--- src/rtl/id_exe_register.sv ---
// id_exe_register
// ID/EXE pipeline register of the ARM core. Every decoded field from the
// decode stage is captured on the rising clock edge and presented to the
// execute stage (Val2 generation, ALU, branch-target adder, status logic).
//
// Control behaviour, highest priority first:
//   rstN low (async) -> every output 0
//   flush            -> bubble: every field 0, validOut 0 (wins over freeze)
//   freeze           -> every field, including validOut, holds
//   otherwise        -> every field loads its input, validOut <= validIn
//
// No field is transformed here; shifting, sign extension and immediate
// expansion all happen in EXE. The memory-instruction flag for Val2 is
// memReadOut|memWriteOut downstream, so it has no field of its own.
//
// Optional feature macro: ID_EXE_FWD_EN
//   When defined, the source register numbers src1/src2 are carried for the
//   forwarding unit under the same reset/flush/freeze rules. A bubble zeroes
//   them; the forwarding unit qualifies them with validOut. When undefined,
//   those ports and flops do not exist.

module id_exe_register (
  input  logic        clk,
  input  logic        rstN,
  input  logic        freeze,
  input  logic        flush,
  input  logic        validIn,
  input  logic [31:0] pcIn,
  input  logic [31:0] valRnIn,
  input  logic [31:0] valRmIn,
  input  logic [11:0] shiftOperandIn,
  input  logic        immIn,
  input  logic [23:0] signedImm24In,
  input  logic [3:0]  destIn,
  input  logic [3:0]  exeCmdIn,
  input  logic        memReadIn,
  input  logic        memWriteIn,
  input  logic        wbEnIn,
  input  logic        bIn,
  input  logic        sIn,
  input  logic [3:0]  statusIn,
`ifdef ID_EXE_FWD_EN
  input  logic [3:0]  src1In,
  input  logic [3:0]  src2In,
`endif
  output logic [31:0] pcOut,
  output logic [31:0] valRnOut,
  output logic [31:0] valRmOut,
  output logic [11:0] shiftOperandOut,
  output logic        immOut,
  output logic [23:0] signedImm24Out,
  output logic [3:0]  destOut,
  output logic [3:0]  exeCmdOut,
  output logic        memReadOut,
  output logic        memWriteOut,
  output logic        wbEnOut,
  output logic        bOut,
  output logic        sOut,
  output logic [3:0]  statusOut,
`ifdef ID_EXE_FWD_EN
  output logic [3:0]  src1Out,
  output logic [3:0]  src2Out,
`endif
  output logic        validOut
);

  // All captured fields grouped so that a bubble is simply the all-zero value
  typedef struct packed {
    logic [31:0] pc;
    logic [31:0] valRn;
    logic [31:0] valRm;
    logic [11:0] shiftOperand;
    logic        imm;
    logic [23:0] signedImm24;
    logic [3:0]  dest;
    logic [3:0]  exeCmd;
    logic        memRead;
    logic        memWrite;
    logic        wbEn;
    logic        b;
    logic        s;
    logic [3:0]  status;
`ifdef ID_EXE_FWD_EN
    logic [3:0]  src1;
    logic [3:0]  src2;
`endif
  } stage_t;

  stage_t stageIn;
  stage_t stage_d;
  stage_t stage_q;
  logic   valid_d;
  logic   valid_q;

  // Gather the decoded inputs into one record
  always_comb begin
    stageIn              = '0;
    stageIn.pc           = pcIn;
    stageIn.valRn        = valRnIn;
    stageIn.valRm        = valRmIn;
    stageIn.shiftOperand = shiftOperandIn;
    stageIn.imm          = immIn;
    stageIn.signedImm24  = signedImm24In;
    stageIn.dest         = destIn;
    stageIn.exeCmd       = exeCmdIn;
    stageIn.memRead      = memReadIn;
    stageIn.memWrite     = memWriteIn;
    stageIn.wbEn         = wbEnIn;
    stageIn.b            = bIn;
    stageIn.s            = sIn;
    stageIn.status       = statusIn;
`ifdef ID_EXE_FWD_EN
    stageIn.src1         = src1In;
    stageIn.src2         = src2In;
`endif
  end

  // Next-state selection: flush beats freeze, freeze beats a normal load
  always_comb begin
    stage_d = stage_q;
    valid_d = valid_q;
    if (flush) begin
      stage_d = '0;
      valid_d = 1'b0;
    end else if (!freeze) begin
      stage_d = stageIn;
      valid_d = validIn;
    end
  end

  // The pipeline flops themselves; asynchronous reset clears to a bubble
  always_ff @(posedge clk or negedge rstN) begin
    if (!rstN) begin
      stage_q <= '0;
      valid_q <= 1'b0;
    end else begin
      stage_q <= stage_d;
      valid_q <= valid_d;
    end
  end

  // Outputs come straight from the flops, no input reaches them combinationally
  assign pcOut           = stage_q.pc;
  assign valRnOut        = stage_q.valRn;
  assign valRmOut        = stage_q.valRm;
  assign shiftOperandOut = stage_q.shiftOperand;
  assign immOut          = stage_q.imm;
  assign signedImm24Out  = stage_q.signedImm24;
  assign destOut         = stage_q.dest;
  assign exeCmdOut       = stage_q.exeCmd;
  assign memReadOut      = stage_q.memRead;
  assign memWriteOut     = stage_q.memWrite;
  assign wbEnOut         = stage_q.wbEn;
  assign bOut            = stage_q.b;
  assign sOut            = stage_q.s;
  assign statusOut       = stage_q.status;
`ifdef ID_EXE_FWD_EN
  assign src1Out         = stage_q.src1;
  assign src2Out         = stage_q.src2;
`endif
  assign validOut        = valid_q;

endmodule

--- config.mk ---
export PLATFORM = sky130hd
export DESIGN_NAME = id_exe_register
export DESIGN_NICKNAME = d
export VERILOG_FILES = /design/src/rtl/id_exe_register.sv
export SDC_FILE = /design/constraint.sdc
export NUM_CORES = 1
export LEC_CHECK = 0
export CAP_MARGIN = 0
export CELL_PAD_IN_SITES_DETAIL_PLACEMENT = 0
export CELL_PAD_IN_SITES_GLOBAL_PLACEMENT = 1
export CORE_MARGIN = 4
export CORE_UTILIZATION = 30
export CTS_CLUSTER_SIZE = 10
export DETAILED_ROUTE_END_ITERATION = 10
export PLACE_DENSITY = 0.82
export SETUP_SLACK_MARGIN = 0.02
export SLEW_MARGIN = 10
export SYNTH_ARGS = -nofsm -noshare
export SYNTH_HDL_FRONTEND = slang
export SYNTH_SLANG_ARGS = --single-unit
--- constraint.sdc ---
create_clock -name clk -period 1.6 [get_ports clk]
set_input_delay 0.32 -clock clk [delete_from_list [all_inputs] [get_ports clk]]
set_output_delay 0.32 -clock clk [all_outputs]
set_load 0.1 [all_outputs]
==> results_dict.tcl <==
set metrics [dict create \
    die_y_um 151 \
    final_common_cell "buf_12" \
    die_w_um 151 \
    path_buf_inv 1 \
    r2r_cells 2 \
    crit_chain "buf_12" \
    clock_path_buffers 2 \
    layout-drive-gt1-share 0.255 \
    first_global_vias 5076 \
    clockRootBuffer "clkbuf_16" \
    critical_path_class "flop to primary output" \
    dpl.hpwl_mm 13.8 \
    synth_nets 642 \
    num_rows 52 \
    comb_power_share 0.303 \
    crit_path_max_fanout 2 \
    insertion_delay_ns 0.41 \
    ys_ff_latch 151 \
    p_switching_w 0.00405 \
    routed_via_density 4.38 \
    synth_cell_types 8 \
    clkSlewWorstSetupHoldPaths_ns 0.06 \
    status "complete, no violations" \
    gr-total-overflow 0 \
    maxCapViolCount 0 \
    dr.pass1.iters 4 \
    endpoint_kind "primary output" \
    crit_start "valRmOut[23]$_DFFE_PN0P_" \
    worstReg2RegStart "signedImm24Out[5]$_DFFE_PN0P_" \
    final_cell_mix "buf_12 (159), mux2i_1 (151), nor2_1 (151), dfrtp_1 (151), clkdlybuf4s50_1 (151)" \
    synth_area_mm2 0.00613 \
    setup_viol 0 \
    p_leak_nw 5.50 \
    max_freq_mhz 739 \
    die_area_mm2 0.0228 \
    tns_ns 0 \
    routed_wl_mm 18.1 \
    synth_area_per_cell_um2 12.6 \
    hp-class "primary input to flop" \
    seqPwrFrac 0.360 \
    cts_tree "done" \
    gp_congestion 0.741 \
    cpMaxStageDelayCell "dfrtp_1" \
    powerDensity_mw_per_mm2 1020 \
    timing.rr.end "signedImm24Out[5]$_DFFE_PN0P_" \
    num-fill-cells 1621 \
    finalHoldViolCount 0 \
    cp-start-kind "flop" \
    tightest_slew_ns 0.419 \
    port_buffers 305 \
    reg2reg_slack_ns 0.78 \
    fin_worst_skew_ns 0 \
    fin_crit_sh 0.846 \
    switching_share 0.341 \
    path_delay_family "flip-flops" \
    start_util 0.304 \
    syn_inst 487 \
    ant_nets 0 \
    clock_sinks 151 \
    power.internal_w 0.00781 \
    crit_path_end "valRmOut[23]" \
    path_depth 1 \
    seq_area_frac_synth 0.617 \
    grt_max_degree 54 \
    grt_usage 0.159 \
    rsz0062_at_grt "no" \
    grt_pass1_wl_mm 28.1 \
    vias 4737 \
    worstPathArrival_ns 1.03 \
    numCtsBuffers 17 \
    wl_per_cell_um 16.7 \
    ys_warn_count 0 \
    ir_drop_mv 0.683 \
    drv_slew 0 \
    total_power_w 0.0119 \
    core_mm2 0.0202 \
    cts_htree_levels 4 \
    crit_path_max_incr_delay_ns 0.42 \
    post-cts-setup-buffer-count 0 \
    power_frac_clock 0.337 \
    cp_data_required_time_ns 1.28 \
    diodes 0 \
    area_growth_pct 89.8 \
    num_io_pins 306 \
    drt_iter0_markers 128 \
    slew_headroom 0.720 \
    nNetsFinal 956 \
    fin_crit_ns 1.35 \
    drc_errors 0 \
    antenna_found_initial 0 \
]
## per-layer routing
| layer | part of all wire | wire length [um] | vias up | GRT usage |
|---|---|---|---|---|
| met2 | 0.48 | 8690 | 204 | 0.257 |
| met5 | 0 | 0 | - | 0 |
| met4 | 0.013 | 227 | 0 | 0.0476 |
| met1 | 0.40 | 7220 | 2278 | 0.192 |
| li1 | - | - | 2238 | - |
| met3 | 0.11 | 1930 | 17 | 0.0700 |
## metrics by stage
stage / std cells / worst slack, ns / instance area (um2) / hold slack (ns) / utilization
2_1_floorplan: 487 / 0.366 / 6130 / 0.0244 / -
3_3_place_gp: 1051 / 0.328 / 11000 / 0.268 / 0.547
3_5_place_dp: 1051 / 0.277 / 11000 / 0.267 / 0.547
4_1_cts: 1082 / 0.216 / 11600 / 0.262 / 0.576
5_1_grt: 1082 / 0.190 / 11600 / 0.281 / 0.576
6_report: 1082 / 0.246 / 11600 / 0.282 / 0.576
## worst min path at each step
stage,from,endpoint,cells past startpoint
after global routing,flush,pcOut[31]$_DFFE_PN0P_,2
after CTS,flush,valRmOut[29]$_DFFE_PN0P_,2
after global placement,rstN,valRmOut[11]$_DFFE_PN0P_,1
after floorplan,rstN,bOut$_DFFE_PN0P_,0
final,flush,exeCmdOut[2]$_DFFE_PN0P_,2
after detailed placement,rstN,valRmOut[11]$_DFFE_PN0P_,1
## power groups by stage
stage	registers, W	clock network [W]	logic (W)
3_3_place_gp	0.00434	0	0.00360
6_report	0.00427	0.00400	0.00359
2_1_floorplan	0.00580	0	0.000494
3_5_place_dp	0.00434	0	0.00362
4_1_cts	0.00427	0.00414	0.00363
5_1_grt	0.00430	0.00432	0.00373
## flip-flops by register name, indices dropped and copies added (netlist names)
signal           flops
destOut              4
wbEnOut              1
immOut               1
signedImm24Out      24
valRnOut            32
sOut                 1
shiftOperandOut     12
memReadOut           1
memWriteOut          1
exeCmdOut            4
pcOut               32
valRmOut            32
statusOut            4
bOut                 1
validOut             1
## layout make-up
type                    count  area (um2)  share of cell area
well taps                 270         338              0.0291
multi-input cells         302        2080               0.179
repair buffers            329        4850               0.417
clock inverters            12         144              0.0124
flip-flops and latches    151        3780               0.325
clock buffers              18         439              0.0378
## Yosys cell counts
master	n	area (um2)
buf_2	2	10.0
mux2i_1	151	1510
dfrtp_1	151	3780
nor2_1	151	567
buf_1	3	11.3
clkbuf_1	12	45.0
buf_8	10	150
buf_4	7	52.6
## what timing repair did
item	in CTS	in global routing
endpoints found under the hold margin	29	0
hold buffers	1	0
gates resized for setup	0	0
## cell families (layout without fill, tap and decap cells)
family / count (synthesis) / after routing / share of synthesized area
multiplexers: 151 / 151 / 0.247
flip-flops: 151 / 151 / 0.617
AND/OR/NAND/NOR: 151 / 151 / 0.0925
buffers and inverters: 34 / 359 / 0.0439
(Power assumes the default switching activity.)
